[config.mk]
export PLATFORM = sky130hd
export DESIGN_NAME = run_loop_fsm
export DESIGN_NICKNAME = d
export VERILOG_FILES = /design/src/rtl/run_loop_fsm_pkg.sv /design/src/rtl/wrap_counter.sv /design/src/rtl/run_loop_fsm.sv
export SDC_FILE = /design/constraint.sdc
export NUM_CORES = 1
export LEC_CHECK = 0
export ABC_AREA = 1
export CORE_UTILIZATION = 50
export CTS_CLUSTER_DIAMETER = 50
export DETAILED_ROUTE_END_ITERATION = 7
export MAX_ROUTING_LAYER = met4
export PLACE_DENSITY_LB_ADDON = 0.15
export SETUP_SLACK_MARGIN = 0.3
export SYNTH_ARGS = -nofsm -noshare
export SYNTH_HDL_FRONTEND = slang
export SYNTH_SLANG_ARGS = --single-unit
[constraint.sdc]
create_clock -name clk -period 2.3 [get_ports clk]
set_input_delay 0.575 -clock clk [delete_from_list [all_inputs] [get_ports clk]]
set_output_delay 0.575 -clock clk [all_outputs]
set_load 0.005 [all_outputs]
[src/rtl/run_loop_fsm_pkg.sv]
// Shared FSM state encodings for the run/loop sequencing blocks.
package run_loop_fsm_pkg;

    localparam logic [1:0] S_IDLE = 2'b00;
    localparam logic [1:0] S_RUN  = 2'b01;
    localparam logic [1:0] S_DONE = 2'b10;

endpackage

[src/rtl/wrap_counter.sv]
// Up-counter that returns to zero after reaching a programmable limit.
module wrap_counter #(
    parameter int unsigned WIDTH = 8
) (
    input  logic             clk_i,
    input  logic             reset_i,
    input  logic             clear_i,
    input  logic             enable_i,
    input  logic [WIDTH-1:0] limit_i,
    output logic [WIDTH-1:0] count_o,
    output logic             wrap_o
);

    logic [WIDTH-1:0] count_q, count_d;

    assign wrap_o  = (count_q == limit_i);
    assign count_o = count_q;

    always_comb begin
        count_d = count_q;
        if (clear_i) begin
            count_d = '0;
        end else if (enable_i) begin
            count_d = wrap_o ? '0 : count_q + 1'b1;
        end
    end

    always_ff @(posedge clk_i) begin
        if (reset_i) begin
            count_q <= '0;
        end else begin
            count_q <= count_d;
        end
    end

endmodule

[src/rtl/run_loop_fsm.sv]
// Runs num_loop loops of num_cnt cycles each, with abort, loop ticks and a done pulse.
module run_loop_fsm
    import run_loop_fsm_pkg::*;
#(
    parameter int unsigned CNT_W  = 8,
    parameter int unsigned LOOP_W = 4
) (
    input  logic              clk,
    input  logic              reset,
    input  logic              i_run,
    input  logic              i_abort,
    input  logic [CNT_W-1:0]  i_num_cnt,
    input  logic [LOOP_W-1:0] i_num_loop,
    output logic              o_idle,
    output logic              o_running,
    output logic              o_done,
    output logic              o_loop_tick,
    output logic [CNT_W-1:0]  o_cnt_val,
    output logic [LOOP_W-1:0] o_loop_val
);

    logic [1:0]        state_q, state_d;
    logic [CNT_W-1:0]  num_cnt_q, num_cnt_d;
    logic [LOOP_W-1:0] num_loop_q, num_loop_d;

    logic cnt_clr, cnt_en, cnt_wrap;
    logic loop_clr, loop_en, loop_wrap;

    always_comb begin
        state_d     = state_q;
        num_cnt_d   = num_cnt_q;
        num_loop_d  = num_loop_q;
        cnt_clr     = 1'b0;
        cnt_en      = 1'b0;
        loop_clr    = 1'b0;
        loop_en     = 1'b0;
        o_loop_tick = 1'b0;
        case (state_q)
            S_IDLE: begin
                if (i_run) begin
                    cnt_clr  = 1'b1;
                    loop_clr = 1'b1;
                    if ((i_num_cnt != '0) && (i_num_loop != '0)) begin
                        num_cnt_d  = i_num_cnt;
                        num_loop_d = i_num_loop;
                        state_d    = S_RUN;
                    end else begin
                        state_d = S_DONE;
                    end
                end
            end
            S_RUN: begin
                if (i_abort) begin
                    state_d  = S_IDLE;
                    cnt_clr  = 1'b1;
                    loop_clr = 1'b1;
                end else if (cnt_wrap) begin
                    // Final loop holds both counters for the DONE cycle.
                    if (loop_wrap) begin
                        state_d = S_DONE;
                    end else begin
                        cnt_en      = 1'b1;
                        loop_en     = 1'b1;
                        o_loop_tick = 1'b1;
                    end
                end else begin
                    cnt_en = 1'b1;
                end
            end
            S_DONE: begin
                state_d = S_IDLE;
            end
            default: begin
                state_d  = S_IDLE;
                cnt_clr  = 1'b1;
                loop_clr = 1'b1;
            end
        endcase
    end

    always_ff @(posedge clk) begin
        if (reset) begin
            state_q    <= S_IDLE;
            num_cnt_q  <= '0;
            num_loop_q <= '0;
        end else begin
            state_q    <= state_d;
            num_cnt_q  <= num_cnt_d;
            num_loop_q <= num_loop_d;
        end
    end

    assign o_idle    = (state_q == S_IDLE);
    assign o_running = (state_q == S_RUN);
    assign o_done    = (state_q == S_DONE);

    wrap_counter #(
        .WIDTH (CNT_W)
    ) u_cycle_cnt (
        .clk_i    (clk),
        .reset_i  (reset),
        .clear_i  (cnt_clr),
        .enable_i (cnt_en),
        .limit_i  (num_cnt_q - 1'b1),
        .count_o  (o_cnt_val),
        .wrap_o   (cnt_wrap)
    );

    wrap_counter #(
        .WIDTH (LOOP_W)
    ) u_loop_cnt (
        .clk_i    (clk),
        .reset_i  (reset),
        .clear_i  (loop_clr),
        .enable_i (loop_en),
        .limit_i  (num_loop_q - 1'b1),
        .count_o  (o_loop_val),
        .wrap_o   (loop_wrap)
    );

endmodule

==> results.sh <==
export IMPL_core_area_um2=3100
export IMPL_clkLatencyLatePin_ps=320
export IMPL_cts_buffer_depth=2
export IMPL_path_clk_slew_ps=140
export IMPL_crit_slowest_cell="dfxtp_2"
export IMPL_hold_ws_ps=490
export IMPL_maxCapViolCount=0
export IMPL_setup_viol=0
export IMPL_row_count=20
export IMPL_grt_pass1_wl_um=6320
export IMPL_cts_root_buf="clkbuf_4"
export IMPL_synthCells=251
export IMPL_power_frac_seq_pct=44.5
export IMPL_p_int_uw=752
export IMPL_max_stage_delay_ps=350
export IMPL_fin_area_um2=2330
export IMPL_portBuffers=31
export IMPL_rsz0062_at_grt="true"
export IMPL_cp_data_required_time_ps=1730
export IMPL_p_leak_uw=0.00107
export IMPL_crit_chain="inv_2 -> ha_4 -> nand2_2 -> nor2_2 -> nand2_1 -> nand2_1 -> nand3_2 -> nor2_4 -> nand2_4 -> nor2_4 -> buf_2"
export IMPL_tightest_slew_ps=291
export IMPL_dpl_cell_area_um2=2190
export IMPL_post_route_min_period_ps=2270
export IMPL_p_sw_uw=364
export IMPL_antenna_found_initial=0
export IMPL_path_buf_inv=2
export IMPL_clkPwrFrac_pct=21.2
export IMPL_path_delay_family="simple AND/OR/NAND/NOR gates"
export IMPL_wirelength_um=3890
export IMPL_yosys_warnings=0
export IMPL_synthDistinctLibCells=28
export IMPL_period_share_pct=98.9
export IMPL_timing_final_ws_setup_ps=26.1
export IMPL_swShare_pct=32.6
export IMPL_synth_seq_cells=26
export IMPL_grt_usage_pct=23.7
export IMPL_yosys_area_top_type="dfxtp_1"
export IMPL_path_depth=11
export IMPL_die_w_um=59.8
export IMPL_cp_end_kind="output port"
export IMPL_critPathLaunchType="flip-flop"
export IMPL_skew_ps=11.9
export IMPL_status="finished, final reports clean"
export IMPL_die_h_um=59.8
export IMPL_drc=0
export IMPL_grt_pass1_vias=1469
export IMPL_drt_iter0_markers=126
export IMPL_fmax_ghz=0.440
export IMPL_cts_tree="built"
export IMPL_vias=1745
export IMPL_cellPowerDensity_nw_per_um2=480
export IMPL_max_slew_margin_pct=80.4
export IMPL_synth_area_um2=1670
export IMPL_hold_violations=0
export IMPL_wl_per_cell_um=10.9
export IMPL_hold_buffers=0
export IMPL_ys_seq_area_share_pct=31.1
export IMPL_initial_core_util_pct=53.9
export IMPL_dp_hpwl_um=3000
export IMPL_slew_viol_final=0
export IMPL_first_pass_iters=4
export IMPL_synth_top_cell_area_share_pct=31.1
export IMPL_finalNetCount=332
export IMPL_overflow=0
export IMPL_layout_cells_non_filler=355
export IMPL_vdd_drop_max_mv=0.295
export IMPL_place_gp_congestion=0.850
export IMPL_worstPathArrival_ps=1700
export IMPL_io_pins=32
export IMPL_final_util_pct=75.0
export IMPL_h_tree_depth=1
export IMPL_diodes=0
export IMPL_p_comb_share_pct=34.3
export IMPL_avgViaCountPerCell=4.92
export IMPL_synth_area_leaders="dfxtp_1 31%, nand2_1 13%, a21oi_1 8.1%"
export IMPL_hp_class="flip-flop to flip-flop"
export IMPL_grt_max_degree=15
export IMPL_antenna_left=0
export IMPL_drive_gt1_share_pct=22.8
export IMPL_dieArea_um2=3580
export IMPL_crit_type="flip-flop to output port"
export IMPL_cts_buffers=3
export IMPL_syn_avg_cell_area_um2=6.66
export IMPL_syn_to_final_growth_pct=39.2
export IMPL_dp_cells=344
export IMPL_preCtsSetupSlack_ps=-280
export IMPL_holdPathStages=2
export IMPL_ff2ff_path_depth=15
export IMPL_clock_sink_count=26
export IMPL_crit_fanout=4
export IMPL_syn_nets=271
## area by class of cell
| class | count | area, µm² |
|---|---|---|
| inverter | 36 | 135 |
| sequential | 26 | 531 |
| multi-input combinational | 185 | 1040 |
| timing repair buffer | 60 | 527 |
| tap | 44 | 55.1 |
| fill | 263 | 774 |
| clock buffer | 4 | 36.3 |
## state kept, by name, summed over array words and instances (netlist names)
name / cells
u_loop_cnt.count_o: 4
num_loop_q: 4
u_cycle_cnt.count_o: 8
num_cnt_q: 8
state_q: 2
## layout by cell type, fill, tap and decap left out, drive strengths merged
master and count:
xnor2 6, clkbuf 4, nand2 64, o211ai 1, nand3 21, o21ai 19
nor3 2, clkdlybuf4s50 30, dfxtp 26, a21oi 27, nand4 4, nor3b 1
ha 4, nor2 27, buf 30, or2 1, xor2 5, inv 36
nor4 3
## power by group through the flow
stage | registers (µW) | logic (µW) | clock network, µW
3_5_place_dp | 503 | 342 | 0
4_1_cts | 495 | 366 | 241
3_3_place_gp | 503 | 337 | 0
6_report | 496 | 384 | 237
2_1_floorplan | 502 | 218 | 0
5_1_grt | 500 | 427 | 256
## cell families (layout without fill, tap and decap cells)
logic type | Yosys count | in the layout | synth area share, %
AND/OR/NAND/NOR | 123 | 123 | 36.6
XOR/XNOR | 11 | 11 | 5.76
buffers and inverters | 40 | 100 | 9.12
adder cells (fa/ha/maj) | 4 | 4 | 2.99
AO/OA/AOI/OAI | 47 | 47 | 14.4
flip-flops | 26 | 26 | 31.1
## routing by layer
layer	track usage, %	share of wire, %	routed length (µm)
met3	1.95	2.9	112
met2	41.6	50	1930
met4	4.98	0.44	17
met1	29.5	47	1830
met5	-	0	0
## timing repair
item                                   CTS  global route
pin swaps                               10             8
gates resized for setup                 13            11
cloned                                   0             0
buffers inserted                         4             3
setup endpoints to repair                2            11
endpoints found under the hold margin    0             0
## per-stage QoR
stage	power, µW	TNS, ps
global route	1180	-94.7
floorplan	720	0
detailed placement	845	-280
global placement	840	-273
CTS	1100	0
finish	1120	0
## worst paths after layout
| path | startpoint | end | slack [ps] |
|---|---|---|---|
| worst max register to register | num_cnt_q[1] | u_cycle_cnt.count_o[7] | 420 |
| worst min-delay path | num_cnt_q[7] | num_cnt_q[7] | 490 |
| worst max-delay path | num_cnt_q[1] | o_loop_tick | 30 |
| worst min register to register | num_cnt_q[7] | num_cnt_q[7] | 490 |
## cells in the mapped netlist
cell,instances
nand4_1,4
o21ai_0,17
nand2_1,58
o21ai_2,1
xor2_1,5
a21oi_1,27
o21ai_1,1
nor3b_1,1
or2_2,1
clkbuf_2,1
o211ai_1,1
buf_2,1
clkbuf_1,2
nor3_1,1
nor3_2,1
nand2_8,2
nand2_4,1
inv_2,4
nor4_1,3
nor2_1,23
dfxtp_1,26
nand2_2,3
nand3_1,18
nand3_2,3
inv_1,32
ha_1,4
nor2_4,4
xnor2_1,6
## worst min-delay path: stages (launching register included)
cell	delay [ps]
dfxtp_1	350
nand2_1	60
a21oi_1	50
No activity file was read; power rests on OpenSTA's default activity.
